File: src/rtl/sweep_pkg.sv
// ============================================================================
// Package : sweep_pkg
// Brief   : Shared encodings and defaults for the sweep sequencer.
// Rev     : 1.0 - initial release
// ============================================================================
`default_nettype none

package sweep_pkg;

  localparam logic [1:0]  C_MODE_NONE     = 2'b00;
  localparam logic [1:0]  C_MODE_LINEAR   = 2'b01;
  localparam logic [1:0]  C_MODE_SINE     = 2'b10;

  localparam int          C_DEPTH         = 8;
  localparam int          C_CYCLES_PER_MS = 100000;
  localparam logic [19:0] C_RESET_FREQ    = 20'd100000;

  typedef enum logic [1:0] {
    ST_IDLE  = 2'd0,
    ST_LOAD  = 2'd1,
    ST_DWELL = 2'd2
  } state_t;

endpackage

`default_nettype wire

File: src/rtl/ms_prescaler.sv
// ============================================================================
// Module : ms_prescaler
// Brief  : Free-running millisecond tick generator with synchronous clear.
// Rev    : 1.0 - initial release
// ============================================================================
`default_nettype none

module ms_prescaler #(
  parameter int CYCLES_PER_MS = 100000
) (
  input  logic clk,
  input  logic rst_n,
  input  logic clear,
  output logic tick
);

  localparam int CNT_W = (CYCLES_PER_MS > 1) ? $clog2(CYCLES_PER_MS) : 1;
  localparam logic [CNT_W-1:0] C_LAST = CNT_W'(CYCLES_PER_MS - 1);

  logic [CNT_W-1:0] r_count;

  // tick fires on the last cycle of each millisecond window
  assign tick = !clear && (r_count == C_LAST);

  always_ff @(posedge clk or negedge rst_n) begin
    if (!rst_n) begin
      r_count <= '0;
    end else if (clear || (r_count == C_LAST)) begin
      r_count <= '0;
    end else begin
      r_count <= r_count + 1'b1;
    end
  end

endmodule

`default_nettype wire

File: src/rtl/sweep_sequencer.sv
// ============================================================================
// Module : sweep_sequencer
// Brief  : Steps through a small program of frequency/mode/dwell entries.
// Rev    : 1.0 - initial release
// ============================================================================
`default_nettype none

module sweep_sequencer
  import sweep_pkg::*;
#(
  parameter int CYCLES_PER_MS = C_CYCLES_PER_MS,
  parameter int DEPTH         = C_DEPTH
) (
  input  logic        clk,
  input  logic        rst_n,
  input  logic        wr_en,
  input  logic [2:0]  wr_addr,
  input  logic [19:0] wr_freq,
  input  logic [1:0]  wr_mode,
  input  logic [15:0] wr_dwell,
  input  logic [3:0]  num_steps,
  input  logic        loop_en,
  input  logic        start,
  input  logic        stop,
  output logic [19:0] base_freq,
  output logic [1:0]  sweep_mode,
  output logic [2:0]  step_idx,
  output logic        busy,
  output logic        step_strobe,
  output logic        done,
  output logic        err
);

  state_t      r_state, w_state_next;
  logic [2:0]  r_cur_idx, w_cur_idx_next;
  logic [3:0]  r_num_steps, w_num_steps_next;
  logic [15:0] r_dwell_cnt, w_dwell_cnt_next;
  logic [19:0] r_base_freq, w_base_freq_next;
  logic [1:0]  r_sweep_mode, w_sweep_mode_next;
  logic [2:0]  r_step_idx, w_step_idx_next;
  logic        r_step_strobe, w_step_strobe_next;
  logic        r_done, w_done_next;
  logic        r_err, w_err_next;

  logic [19:0] r_mem_freq  [DEPTH];
  logic [1:0]  r_mem_mode  [DEPTH];
  logic [15:0] r_mem_dwell [DEPTH];

  logic w_tick;
  logic w_num_ok;
  logic w_last;

  ms_prescaler #(
    .CYCLES_PER_MS (CYCLES_PER_MS)
  ) u_ms_prescaler (
    .clk   (clk),
    .rst_n (rst_n),
    .clear (r_state != ST_DWELL),
    .tick  (w_tick)
  );

  assign w_num_ok = (num_steps != 4'd0) && (int'(num_steps) <= DEPTH);
  assign w_last   = ({1'b0, r_cur_idx} == (r_num_steps - 4'd1));

  // Program storage: writes are only accepted while idle
  always_ff @(posedge clk or negedge rst_n) begin
    if (!rst_n) begin
      for (int i = 0; i < DEPTH; i++) begin
        r_mem_freq[i]  <= '0;
        r_mem_mode[i]  <= '0;
        r_mem_dwell[i] <= '0;
      end
    end else if (wr_en && (r_state == ST_IDLE)) begin
      r_mem_freq[wr_addr]  <= wr_freq;
      r_mem_mode[wr_addr]  <= wr_mode;
      r_mem_dwell[wr_addr] <= wr_dwell;
    end
  end

  always_ff @(posedge clk or negedge rst_n) begin
    if (!rst_n) begin
      r_state       <= ST_IDLE;
      r_cur_idx     <= '0;
      r_num_steps   <= '0;
      r_dwell_cnt   <= '0;
      r_base_freq   <= C_RESET_FREQ;
      r_sweep_mode  <= C_MODE_NONE;
      r_step_idx    <= '0;
      r_step_strobe <= 1'b0;
      r_done        <= 1'b0;
      r_err         <= 1'b0;
    end else begin
      r_state       <= w_state_next;
      r_cur_idx     <= w_cur_idx_next;
      r_num_steps   <= w_num_steps_next;
      r_dwell_cnt   <= w_dwell_cnt_next;
      r_base_freq   <= w_base_freq_next;
      r_sweep_mode  <= w_sweep_mode_next;
      r_step_idx    <= w_step_idx_next;
      r_step_strobe <= w_step_strobe_next;
      r_done        <= w_done_next;
      r_err         <= w_err_next;
    end
  end

  always_comb begin
    w_state_next       = r_state;
    w_cur_idx_next     = r_cur_idx;
    w_num_steps_next   = r_num_steps;
    w_dwell_cnt_next   = r_dwell_cnt;
    w_base_freq_next   = r_base_freq;
    w_sweep_mode_next  = r_sweep_mode;
    w_step_idx_next    = r_step_idx;
    w_step_strobe_next = 1'b0;
    w_done_next        = 1'b0;
    w_err_next         = wr_en && (r_state != ST_IDLE);

    case (r_state)
      ST_IDLE: begin
        if (start && !stop) begin
          if (w_num_ok) begin
            w_num_steps_next = num_steps;
            w_cur_idx_next   = 3'd0;
            w_state_next     = ST_LOAD;
          end else begin
            w_err_next = 1'b1;
          end
        end
      end

      ST_LOAD: begin
        if (stop) begin
          w_state_next = ST_IDLE;
        end else begin
          w_base_freq_next   = r_mem_freq[r_cur_idx];
          w_sweep_mode_next  = r_mem_mode[r_cur_idx];
          w_step_idx_next    = r_cur_idx;
          w_step_strobe_next = 1'b1;
          // a zero dwell is treated as one millisecond
          w_dwell_cnt_next   = (r_mem_dwell[r_cur_idx] == 16'd0) ? 16'd1
                                                                 : r_mem_dwell[r_cur_idx];
          w_state_next       = ST_DWELL;
        end
      end

      ST_DWELL: begin
        if (stop) begin
          w_state_next = ST_IDLE;
        end else if (w_tick) begin
          if (r_dwell_cnt <= 16'd1) begin
            w_dwell_cnt_next = 16'd0;
            if (!w_last) begin
              w_cur_idx_next = r_cur_idx + 3'd1;
              w_state_next   = ST_LOAD;
            end else if (loop_en) begin
              w_cur_idx_next = 3'd0;
              w_state_next   = ST_LOAD;
            end else begin
              w_done_next  = 1'b1;
              w_state_next = ST_IDLE;
            end
          end else begin
            w_dwell_cnt_next = r_dwell_cnt - 16'd1;
          end
        end
      end

      default: begin
        w_state_next = ST_IDLE;
      end
    endcase
  end

  assign base_freq   = r_base_freq;
  assign sweep_mode  = r_sweep_mode;
  assign step_idx    = r_step_idx;
  assign busy        = (r_state != ST_IDLE);
  assign step_strobe = r_step_strobe;
  assign done        = r_done;
  assign err         = r_err;

endmodule

`default_nettype wire

File: config.mk
export PLATFORM = sky130hd
export DESIGN_NAME = sweep_sequencer
export DESIGN_NICKNAME = d
export VERILOG_FILES = /design/src/rtl/sweep_pkg.sv /design/src/rtl/ms_prescaler.sv /design/src/rtl/sweep_sequencer.sv
export SDC_FILE = /design/constraint.sdc
export NUM_CORES = 1
export LEC_CHECK = 0
export ABC_CLOCK_PERIOD_IN_PS = 2000
export BUFFER_PORTS_ARGS = -buffer_cell sky130_fd_sc_hd__buf_4
export CORE_UTILIZATION = 55
export DETAILED_ROUTE_END_ITERATION = 6
export PLACE_DENSITY = 0.81
export SLEW_MARGIN = 20
export SYNTH_ARGS = -nofsm -noshare
export SYNTH_HDL_FRONTEND = slang
export SYNTH_SLANG_ARGS = --single-unit
File: constraint.sdc
create_clock -name clk -period 2 [get_ports clk]
set_input_delay 0 -clock clk [delete_from_list [all_inputs] [get_ports clk]]
set_output_delay 0 -clock clk [all_outputs]
set_load 0.05 [all_outputs]
# Yosys cells after proc, flatten, opt, wreduce, memory -nomap -nowiden
# Cells that the tools add are included.
# word_totals
reg_bits	374
out_inout_bits	29
word_cells	134
# op_classes
n_addsub	4
order_cmp	5
eq_ne	14
mux	53
bitwise_logic	3
reduce_logical	20
# op_table
op	count
bitwise mux 160 bit	1
bitwise mux 128 bit	1
two-way mux 16 bit	8
binary-select mux 20 bit (select 3 bit)	1
demux 20 bit (select 3 bit)	1
two-way mux 20 bit	3
binary-select mux 16 bit (select 3 bit)	1
demux 16 bit (select 3 bit)	1
one-hot mux 16 bit (2 select lines)	1
two-way mux 3 bit	7
two-way mux 2 bit	9
adder 17 x 1 -> 17 bit (second input constant)	1
== test 17 bit (second input constant)	1
two-way mux 17 bit	1
bitwise mux 16 bit	1
less-or-equal comparator 16 x 1 -> 1 bit (second input constant)	1
zero test 16 bit	1
subtractor 16 x 1 -> 16 bit (second input constant)	1
two-way mux 1 bit	13
!= test 2 bit (second input constant)	5
greater-or-equal comparator 4 bit (second input constant)	2
NOT 3 -> 4 bit	2
AND reduction 4 bit	2
AND reduction 7 bit	1
23 further kinds	33

# Logic depth before layout (Yosys ltp)
# Gate-level depths: netlist of the first run.
# depth
word_depth	8
ltp_mapped	9
mapped_depth_nobuf	7

# By module
# From an unflattened synthesis of the first run, not the netlist that was laid out.
# hier_totals
cells_unflattened	1166
hier_area_um2	16883.7
# modules_own_cells
mod	instances	cells_each	area_each_um2	seq_area_each_um2
sweep_sequencer	1	1079	16035.4	8941.1
ms_prescaler	1	87	848.3	425.4

# Least setup slack after synthesis of the first run
# No wires, ideal clock.
# synth_timing
kind	reg-to-reg
start	register r_cur_idx[0]
end	register r_dwell_cnt[0]
setup_time_ns	0.120
arrival_ns	1.912
t_required_ns	1.880
slack_ns	-0.032
stages_incl_launch_ff	7
path_buffers	1
synth_period_minus_slack_ns	2.032
path_cell_list	dfrtp_1 buf_6 mux4_1 mux2_2 a21oi_1 or3b_1 a31o_1
# synth_via
elab_chain_len	8
# synth_rtl
item	line	rtl
start: declaration	sweep_sequencer.sv:35	logic [2:0] r_cur_idx, w_cur_idx_next;
start signal: assignment	sweep_sequencer.sv:94	r_cur_idx <= w_cur_idx_next;
NOT 3 -> 4 bit (not written as such) *	sweep_sequencer.sv:140, sweep_sequencer.sv:141	
binary-select mux 16 bit (select 3 bit) *	sweep_sequencer.sv:140, sweep_sequencer.sv:141	
two-way mux 16 bit (not written as such) * (2 in a row)	sweep_sequencer.sv:140, sweep_sequencer.sv:141	
zero test 16 bit	sweep_sequencer.sv:140	w_dwell_cnt_next = (r_mem_dwell[r_cur_idx] == 16'd0) ? 16'd1
two-way mux 16 bit *	sweep_sequencer.sv:140	
two-way mux 16 bit *	sweep_sequencer.sv:132	if (stop) begin
one-hot mux 16 bit (2 select lines) *	sweep_sequencer.sv:118	case (r_state)
end signal: assignment	sweep_sequencer.sv:96	r_dwell_cnt <= w_dwell_cnt_next;
end: declaration	sweep_sequencer.sv:37	logic [15:0] r_dwell_cnt, w_dwell_cnt_next;
# Every way passes the cells marked *; elsewhere a longest branch is shown, timed or not. The select of a mux whose other input is x is not followed.
# A chain may end at the register's enable or synchronous reset.

# Worst setup path in the final report of the first run
# Same ends and word-level chain as after synthesis.

==> results of run 1 <==
==> routing by layer <==
| metal | GRT usage (%) | vias to the layer above |
|---|---|---|
| met5 | 0 | - |
| met4 | 7.59 | 0 |
| met3 | 4.52 | 82 |
| met2 | 46.2 | 291 |
| met1 | 35.2 | 5714 |
| li1 | - | 4789 |
==> registers in the layout, indices dropped and copies added (netlist names), 3 cells and up <==
| name | cells |
|---|---|
| r_mem_mode | 16 |
| step_idx | 3 |
| base_freq | 20 |
| r_num_steps | 4 |
| r_mem_freq | 160 |
| r_mem_dwell | 128 |
| r_dwell_cnt | 16 |
| u_ms_prescaler.r_count | 17 |
| r_cur_idx | 3 |
==> path summary, 6_finish.rpt <==
path                                               end  slack [ns]
max in group asynchronous    base_freq[15]$_DFFE_PN1P_        1.06
min reg2reg                    step_idx[0]$_DFFE_PN0P_        0.48
max                         r_dwell_cnt[0]$_DFFE_PN0P_       -0.18
min                        r_mem_dwell[76]$_DFFE_PN0P_        0.08
max reg2reg                 r_dwell_cnt[0]$_DFFE_PN0P_       -0.18
min in group clk           r_mem_freq[115]$_DFFE_PN0P_        0.15
==> worst reg2reg max path: stages, from the launching register on <==
cell and delay (ns):
dfrtp_4 0.49, buf_4 0.14, mux4_2 0.48, mux2_4 0.29
a21oi_1 0.13, or3b_1 0.36, a31o_1 0.19
==> synth_stat cells, types with 2 or more instances <==
master,n
mux4_2,73
dfstp_2,6
nor3b_1,2
a22oi_1,2
nand4_1,9
buf_1,4
a22o_1,3
buf_4,3
o22ai_1,3
nor4_1,3
xor2_1,11
o31ai_1,2
dfrtp_1,368
buf_2,37
a211oi_1,10
clkbuf_1,28
o211ai_1,2
a211o_1,4
mux2i_1,33
a21oi_1,7
nand3_1,12
nand2b_1,4
nor3_1,8
and4_1,3
a41o_1,2
o21ai_0,34
or3_1,2
ha_1,5
a32oi_1,4
xnor2_1,6
mux2_2,312
o221ai_1,2
or2_2,2
nor2_1,39
inv_1,20
nor2b_1,6
and3_1,7
nor4b_1,2
nand2_1,71
==> through the flow <==
stage / area [um^2] / power, W
detailed placement: 19000 / 0.0174
CTS: 20900 / 0.0253
floorplan: 17000 / 0.0151
global placement: 19000 / 0.0170
global route: 21100 / 0.0266
finish: 21100 / 0.0255
==> layout make-up <==
type / count / area, um^2
repair buffers: 258 / 2450
clock inverters: 14 / 155
well taps: 396 / 495
multi-input cells: 709 / 7350
inverters: 21 / 78.8
fillers: 1890 / 9390
flip-flops and latches: 374 / 9370
clock buffers: 59 / 1220
==> repair_timing <==
item / CTS / global route
setup endpoints to repair: 14 / 29
resized for setup: 16 / 29
gates cloned: 1 / 0
setup buffers: 3 / 12
hold endpoints to repair: 534 / 0
hold buffers: 48 / 0
pin swaps: 5 / 16
==> cell families after synthesis <==
group	count (synthesis)	synth area share, %
multiplexers	419	32.4
buffers and inverters	94	2.46
flip-flops	374	55.1
AO/OA/AOI/OAI	89	3.63
XOR/XNOR	18	1.02
AND/OR/NAND/NOR	178	5.01
adder cells (fa/ha/maj)	5	0.368
==> where the power goes <==
part           switching (W)  leakage, nW  total, W  internal, W
clock network        0.00304        0.688   0.00767      0.00463
logic                0.00323         3.92   0.00690      0.00368
registers            0.00125         4.57    0.0109      0.00966
==> run_results.csv, run 1 <==
group,metric,value,unit
place,post-place-ws,-0.151,ns
grt,grt_first_pass_wirelength,64900,um
grt,grt_max_degree,83,
routing,wl_per_cell,22.3,um
routing,drtIter0Drc,626,
outcome,status,"finished with violations",
place,portBuffers,79,
place,gp_congestion,0.900,
cells_and_area,num-nets-final,1460,
worst_setup_path,crit_chain,"buf_4 -> mux4_2 -> mux2_4 -> a21oi_1 -> or3b_1 -> a31o_1",
cells_and_area,final_common_cell,"dfrtp_1",
pwr,peakVddDrop,0.822,mV
synth,synth-edff-count,0,
routing,met3_wirelength,2010,um
synth,ys.flop_type,"dfrtp_1",
routing,wirelength,40900,um
synth,netlist_area,0.0170,mm^2
sta,setup-violations-final,5,
synth,synth.distinct_cells,65,
routing,antenna_left,0,
worst_hold_path,min_path_type,"in -> async",
grt,grt_antenna_before_repair,0,
sta,setup_slack,-0.179,ns
worst_setup_path,path_max_fanout,6,
synth,yosys.area.top_type_share,54.2,%
grt,track_usage,26.9,%
worst_setup_path,r2r_start,"r_cur_idx[0]$_DFFE_PN0P_",
clock_network,clk_path_buf_depth,3,
place,hpwl,24800,um
floorplan,core,0.0305,mm^2
synth,synth.avg_cell_area,14.4,um^2
worst_setup_path,cp_slowest_cell,"dfrtp_4",
clock_network,clock_sinks,374,
sta,maxSlewHeadroom,49.3,%
routing,avgViaCountPerCell,5.94,
worst_setup_path,r2r_cells,6,
worst_setup_path,cp-end-kind,"flop",
worst_setup_path,path_class,"reg -> reg",
cells_and_area,antenna_cells,0,
grt,first_global_vias,11655,
floorplan,io_pins,80,
routing,drc,0,
cells_and_area,final_core_util,69.2,%
pwr,power.leakage,9.18,nW
clock_network,htreeDepth,2,
synth,synthArstFlopShare,100,%
routing,highest_layer,"met4",
sta,drv_slew,0,
worst_setup_path,arrival,2.60,ns
sta,fin_worst_skew,0.0182,ns
sta,hold_viol,0,
synth,yosysSeqAreaShare,55.1,%
floorplan,die_y,178,um
flow_run,maxCapViolations,0,
worst_setup_path,crit_path_start,"r_cur_idx[0]$_DFFE_PN0P_",
worst_setup_path,cpPeakStageDelay,0.49,ns
routing,vias,10876,
clock_network,cts-root-buf,"clkbuf_16",
cells_and_area,drive_gt1_share,49.6,%
sta,whs,0.0813,ns
sta,fmax,459,MHz
synth,synthTopCellsByArea,"dfrtp_1 54%, mux2_2 21%, mux4_2 9.7%, mux2i_1 1.9%, nand2_1 1.6%",
routing,routedLengthMet1,16900,um
worst_setup_path,crit_cells,6,
routing,met2_length,21000,um
sta,rsz0062_at_grt,"yes",
clock_network,tritoncts,"done",
floorplan,initial_core_util,55.7,%
cells_and_area,finalNonFillerCells,1831,
cells_and_area,most-common-layout-cells,"364 x dfrtp_1, 311 x mux2_2, 176 x buf_4, 74 x mux4_2, 64 x nand2_1",
sta,setup-tns-final,-0.335,ns
synth,synth.largest_area_cell,"dfrtp_1",
clock_network,clkLatencyLatePin,0.54,ns
place,place_inst,1694,
pwr,power.density,1210,mW/mm^2
synth,yosys_register_bits,374,
worst_setup_path,critPathTopFamily,"multiplexers",
grt,overflow,0,
synth,syn_inst,1177,
sta,period_minus_slack,2.18,ns
worst_setup_path,cp-start-kind,"flop",
sta,worst-slew-pin-transition,0.761,ns
clock_network,cts_buffers,40,
worst_setup_path,cp_data_required_time,2.42,ns
outcome,violations,"negative setup slack",
synth,synth_warnings,0,
worst_setup_path,path_buf_inv,1,
floorplan,dieArea,0.0316,mm^2
cells_and_area,syn_to_final_growth,24.2,%
floorplan,die_w,178,um
clock_network,path_clk_slew,0.06,ns
routing,firstDrtPassIters,5,
synth,synth_nets,1233,
floorplan,placementRows,64,
sta,min_period_over_period,109,%
Note: power is estimated with default switching activity, not from simulation.
==> run 2, diff against run 1 <==
--- a/config.mk
+++ b/config.mk
@@ -8,6 +8,7 @@
 export ABC_CLOCK_PERIOD_IN_PS = 2000
 export BUFFER_PORTS_ARGS = -buffer_cell sky130_fd_sc_hd__buf_4
 export CORE_UTILIZATION = 55
+export CTS_BUF_LIST = sky130_fd_sc_hd__clkbuf_4 sky130_fd_sc_hd__clkbuf_8
 export DETAILED_ROUTE_END_ITERATION = 6
 export PLACE_DENSITY = 0.81
 export SLEW_MARGIN = 20
==> run 2 against run 1 <==
Effect of this change:
- the flow still finishes with violations (negative setup slack)
- wire length is 1.1% lower
- register-to-register slack is essentially flat
- sequential cell count is the same
- worst hold slack worse by 0.081 ns
- sequential share of layout area hardly changed
- via count rose by 1.2%
- critical path type unchanged
- combinational power is essentially flat
- critical path depth unchanged
- core utilization is essentially flat
- worst setup slack improved by 0.0042 ns
- non-clock buffer count fell by 1
==> run_results.csv, run 2 (synthesis gave the netlist of run 1 again) <==
group,metric,value,unit
pwr,p_sw_share,30.1,%
routing,vias,11002,
place,portBuffers,79,
cells_and_area,largest_reg_flops,160,
floorplan,io_pins,80,
clock_network,path_clk_slew,0.08,ns
clock_network,clock_sinks,374,
floorplan,core,0.0305,mm^2
grt,first_global_vias,11829,
worst_setup_path,cp_data_required_time,2.48,ns
clock_network,tritoncts,"done",
sta,fmax,460,MHz
cells_and_area,final_core_util,69.2,%
floorplan,die_y,178,um
place,hpwl,24800,um
pwr,peakVddDrop,1.11,mV
sta,maxSlewHeadroom,50.3,%
worst_setup_path,path_buf_inv,1,
sta,drv_slew,0,
sta,period_minus_slack,2.17,ns
sta,hold_viol,0,
grt,track_usage,26.6,%
pwr,p_clk_share,28.5,%
cells_and_area,num-nets-final,1478,
pwr,comb_power_share,27.8,%
cells_and_area,most-common-layout-cells,"364 x dfrtp_1, 311 x mux2_2, 173 x buf_4, 79 x clkbuf_8, 74 x mux4_2",
pwr,p_seq_share,43.7,%
routing,drtIter0Drc,588,
floorplan,initial_core_util,55.7,%
routing,firstDrtPassIters,5,
sta,whs,0.0000112,ns
sta,setup_slack,-0.175,ns
place,place_inst,1694,
worst_setup_path,r2r_cells,6,
sta,rsz0062_at_grt,"yes",
place,gp_congestion,0.900,
grt,grt_antenna_before_repair,0,
sta,setup-violations-final,4,
worst_setup_path,arrival,2.65,ns
routing,avgViaCountPerCell,5.91,
routing,drc,0,
worst_setup_path,cp_slowest_cell,"dfrtp_4",
sta,setup-tns-final,-0.268,ns
routing,antenna_left,0,
grt,grt_first_pass_wirelength,64300,um
routing,wirelength,40400,um
clock_network,cts_buffers,59,
grt,grt_max_degree,83,
worst_hold_path,min_path_type,"in -> async",
floorplan,placementRows,64,
worst_setup_path,critPathTopFamily,"multiplexers",
clock_network,cts-root-buf,"clkbuf_8",
worst_setup_path,r2r_start,"r_cur_idx[0]$_DFFE_PN0P_",
worst_setup_path,crit_chain,"buf_6 -> mux4_2 -> mux2_4 -> a21oi_1 -> or3b_1 -> a31o_1",
worst_setup_path,r2r_slack,-0.17,ns
sta,fin_worst_skew,0.0328,ns
pwr,power.density,1180,mW/mm^2
worst_setup_path,path_max_fanout,5,
worst_setup_path,cp-start-kind,"flop",
sta,min_period_over_period,109,%
worst_setup_path,path_class,"reg -> reg",
cells_and_area,final_common_cell,"dfrtp_1",
outcome,status,"finished with violations",
place,post-place-ws,-0.151,ns
outcome,violations,"negative setup slack",
pwr,p_int,0.0174,W
clock_network,htreeDepth,2,
pwr,power.leakage,9.20,nW
flow_run,maxCapViolations,0,
cells_and_area,regMostFlops,"r_mem_freq",
routing,wl_per_cell,21.7,um
cells_and_area,antenna_cells,0,
cells_and_area,finalNonFillerCells,1862,
pwr,switchingPower,0.00748,W
worst_setup_path,r2r_end,"r_dwell_cnt[0]$_DFFE_PN0P_",
sta,worst-slew-pin-transition,0.746,ns
grt,overflow,0,
worst_setup_path,cpPeakStageDelay,0.49,ns
clock_network,clkLatencyLatePin,0.62,ns
clock_network,clk_path_buf_depth,3,
cells_and_area,syn_to_final_growth,24.2,%
floorplan,dieArea,0.0316,mm^2
floorplan,die_w,178,um
worst_setup_path,cp-end-kind,"flop",
cells_and_area,drive_gt1_share,51.5,%
==> run 2: worst register-to-register path: stages (launching register included) <==
cell     delay [ns]
dfrtp_4        0.49
buf_6          0.13
mux4_2         0.47
mux2_4         0.28
a21oi_1        0.12
or3b_1         0.36
a31o_1         0.19
==> run 2: layout make-up <==
| type | instances | area [um^2] |
|---|---|---|
| Fill cell | 1914 | 9400 |
| Sequential cell | 374 | 9370 |
| Timing Repair Buffer | 257 | 2450 |
| Tap cell | 396 | 495 |
| Clock buffer | 92 | 1180 |
| Clock inverter | 13 | 141 |
| Inverter | 21 | 78.8 |
| Multi-Input combinational cell | 709 | 7390 |
==> run 2: how the worst max path moves through the flow <==
stage	from	end	slack, ns	cells after the start
final	r_cur_idx[0]$_DFFE_PN0P_	r_dwell_cnt[0]$_DFFE_PN0P_	-0.17	6
after CTS	r_cur_idx[0]$_DFFE_PN0P_	r_dwell_cnt[0]$_DFFE_PN0P_	-0.12	7
after detailed placement	r_cur_idx[0]$_DFFE_PN0P_	r_dwell_cnt[0]$_DFFE_PN0P_	-0.15	7
after global routing	r_cur_idx[0]$_DFFE_PN0P_	r_dwell_cnt[0]$_DFFE_PN0P_	-0.23	7
after global placement	r_cur_idx[0]$_DFFE_PN0P_	r_dwell_cnt[0]$_DFFE_PN0P_	-0.17	7
after floorplan	r_cur_idx[0]$_DFFE_PN0P_	r_dwell_cnt[0]$_DFFE_PN0P_	-0.03	6
==> run 2: layer usage <==
metal / wire length (um) / global-route usage (%) / vias up
li1: - / - / 4839
met1: 16800 / 34.7 / 5802
met2: 20700 / 45.2 / 292
met3: 2160 / 5.01 / 69
met4: 732 / 8.23 / 0
met5: 0 / 0 / -
==> run 2: through the flow <==
stage,power (W),instance area (um^2)
2_1_floorplan,0.0151,17000
3_3_place_gp,0.0170,19000
3_5_place_dp,0.0174,19000
4_1_cts,0.0247,20900
5_1_grt,0.0261,21100
6_report,0.0249,21100
==> run 2: repair_timing <==
action / CTS / global route
setup buffers: 5 / 10
endpoints found under the setup margin: 13 / 66
gates cloned: 1 / 0
gates resized for setup: 16 / 37
hold buffers: 48 / 0
pin swaps: 6 / 12
hold endpoints to repair: 695 / 0
==> run 2: power by group through the flow <==
| stage | registers, W | logic (W) | clock network (W) |
|---|---|---|---|
| 2_1_floorplan | 0.0113 | 0.00376 | 0 |
| 5_1_grt | 0.0111 | 0.00745 | 0.00752 |
| 3_5_place_dp | 0.0109 | 0.00652 | 0 |
| 4_1_cts | 0.0108 | 0.00674 | 0.00717 |
| 6_report | 0.0109 | 0.00692 | 0.00708 |
| 3_3_place_gp | 0.0107 | 0.00629 | 0 |
==> run 3, diff against run 2 <==
--- a/config.mk
+++ b/config.mk
@@ -5,12 +5,12 @@
 export SDC_FILE = /design/constraint.sdc
 export NUM_CORES = 1
 export LEC_CHECK = 0
-export ABC_CLOCK_PERIOD_IN_PS = 2000
+export ABC_CLOCK_PERIOD_IN_PS = 2400
 export BUFFER_PORTS_ARGS = -buffer_cell sky130_fd_sc_hd__buf_4
 export CORE_UTILIZATION = 55
 export CTS_BUF_LIST = sky130_fd_sc_hd__clkbuf_4 sky130_fd_sc_hd__clkbuf_8
 export DETAILED_ROUTE_END_ITERATION = 6
-export PLACE_DENSITY = 0.81
+export PLACE_DENSITY = 0.79
 export SLEW_MARGIN = 20
 export SYNTH_ARGS = -nofsm -noshare
 export SYNTH_HDL_FRONTEND = slang
==> constraint.sdc (replaced) <==
create_clock -name clk -period 2.4 [get_ports clk]
set_input_delay 0 -clock clk [delete_from_list [all_inputs] [get_ports clk]]
set_output_delay 0 -clock clk [all_outputs]
set_load 0.05 [all_outputs]
==> run 3 against run 2 <==
Effect of this change:
- non-clock buffer count down 66
- critical path type unchanged
- first-iteration DRC count up 35%
- clock skew up 0.0074 ns
- via count down 3.2%
- sequential power down 17%
- worst hold slack better by 0.037 ns
- combinational power down 26%
- core utilization down 2.4 points
- the flow now finishes without violations
- largest power group unchanged
- wire length down 6.8%
==> run_results.csv, run 3 (synthesis gave the netlist of run 1 again) <==
group,metric,value,unit
cells_and_area,num-nets-final,1412,
routing,wl_per_cell,20.9,um
clock_network,cts-root-buf,"clkbuf_8",
routing,avgViaCountPerCell,5.91,
cells_and_area,fillers,2108,
routing,firstDrtPassIters,5,
sta,drv_slew,0,
grt,overflow,0,
sta,maxSlewHeadroom,56.9,%
place,gp_congestion,0.831,
floorplan,core,0.0305,mm^2
worst_setup_path,cp-end-kind,"flop",
worst_hold_path,min_path_type,"in -> reg",
sta,period_minus_slack,2.29,ns
clock_network,clock_sinks,374,
floorplan,io_pins,80,
sta,worst-slew-pin-transition,0.646,ns
pwr,power.leakage,8.83,nW
worst_setup_path,cp-start-kind,"flop",
floorplan,die_w,178,um
sta,fmax,436,MHz
routing,drc,0,
clock_network,cts_buffers,59,
clock_network,cts_resized,0,
grt,grt_max_degree,78,
routing,vias,10648,
clock_network,postCtsSetupRepairBufs,0,
sta,whs,0.0371,ns
clock_network,clk_path_buf_depth,3,
routing,drtIter0Drc,792,
worst_setup_path,path_max_fanout,13,
grt,track_usage,25.1,%
clock_network,path_clk_slew,0.07,ns
sta,setup-tns-final,0,ns
sta,fin_worst_skew,0.0402,ns
floorplan,die_y,178,um
cells_and_area,most-common-layout-cells,"365 x dfrtp_1, 312 x mux2_2, 125 x buf_4, 73 x mux4_2, 73 x clkbuf_8",
sta,hold_viol,0,
pwr,power.density,1010,mW/mm^2
pwr,total_power,0.0206,W
pwr,peakVddDrop,0.702,mV
sta,rsz0062_at_grt,"no",
grt,grt_first_pass_wirelength,61000,um
cells_and_area,syn_to_final_growth,19.8,%
cells_and_area,largest_reg_flops,160,
worst_setup_path,cp_data_required_time,2.88,ns
place,dpl_cell_area,0.0184,mm^2
place,portBuffers,79,
worst_setup_path,arrival,2.77,ns
clock_network,clkLatencyLatePin,0.62,ns
floorplan,initial_core_util,55.7,%
sta,min_period_over_period,95.5,%
routing,wirelength,37700,um
grt,first_global_vias,11269,
outcome,status,"finished, final reports clean",
worst_setup_path,path_class,"reg -> reg",
sta,setup-violations-final,0,
grt,grt_antenna_before_repair,1,
floorplan,dieArea,0.0316,mm^2
routing,antenna_left,0,
cells_and_area,drive_gt1_share,47.1,%
cells_and_area,final_common_cell,"dfrtp_1",
place,hpwl,23600,um
cells_and_area,stdcell_area,0.0204,mm^2
clock_network,htreeDepth,2,
flow_run,maxCapViolations,0,
clock_network,tritoncts,"done",
floorplan,placementRows,64,
worst_setup_path,r2r_slack,0.11,ns
cells_and_area,regMostFlops,"r_mem_freq",
==> run 3: cell types whose count changed in the layout (fill, tap and decap cells not counted), sizes merged, moves of 2 or more <==
cell,before,now
buf,209,140
bufinv,2,7
clkinv,12,7
dlygate4sd3,48,51
clkbuf,92,94
inv,20,22
==> run 3: metal layers <==
layer  global-route usage [%]  wire length [um]  vias to the layer above
met4                     7.16               773                        0
met3                     4.46              1610                       72
met5                        0                 0                        -
met1                     34.3             16600                     5636
met2                     41.2             18700                      222
li1                         -                 -                     4718
==> run 3: worst max-delay path, cell delays in order, from the launching register on <==
cell	delay, ns
dfrtp_4	0.59
mux4_1	0.59
mux2_2	0.31
a21oi_1	0.14
or3b_1	0.36
a31o_1	0.19
==> run 3: timing repair <==
item	in CTS	in global routing
endpoints found under the hold margin	693	0
hold buffers	52	0
endpoints found under the setup margin	0	0
==> run 3: final timing paths <==
check / end / depth (start not counted) / from
setup / recovery: r_dwell_cnt[0]$_DFFE_PN0P_ / 5 / r_cur_idx[0]$_DFFE_PN0P_
hold / removal: r_mem_dwell[81]$_DFFE_PN0P_ / 4 / wr_addr[0]
setup reg to reg: r_dwell_cnt[0]$_DFFE_PN0P_ / 5 / r_cur_idx[0]$_DFFE_PN0P_
hold reg to reg: step_idx[2]$_DFFE_PN0P_ / 2 / step_idx[2]$_DFFE_PN0P_
max in group asynchronous: base_freq[9]$_DFFE_PN1P_ / 4 / rst_n
min in group asynchronous: r_mem_freq[136]$_DFFE_PN0P_ / 3 / rst_n
==> run 3: stage by stage <==
stage          utilization, %  setup slack (ns)  instances
2_1_floorplan               -             0.368       1177
3_3_place_gp             60.3             0.132       1639
3_5_place_dp             60.3             0.110       1639
4_1_cts                  66.8            0.0911       1801
5_1_grt                  66.8           0.00467       1802
6_report                 66.8             0.108       1802
==> run 3: final cells by class <==
cell class	count	area, um^2	share of cell area, %
diodes	1	2.50	0.0123
clock buffers	94	1160	5.70
clock inverters	16	279	1.37
inverters	21	78.8	0.387
multi-input cells	709	7240	35.5
flip-flops and latches	374	9380	46.0
well taps	396	495	2.43
repair buffers	191	1740	8.56
==> run 3: power by group <==
part           internal, W  switching (W)  total [W]
registers          0.00805       0.000982    0.00903
clock network      0.00384        0.00257    0.00642
logic              0.00266        0.00245    0.00511
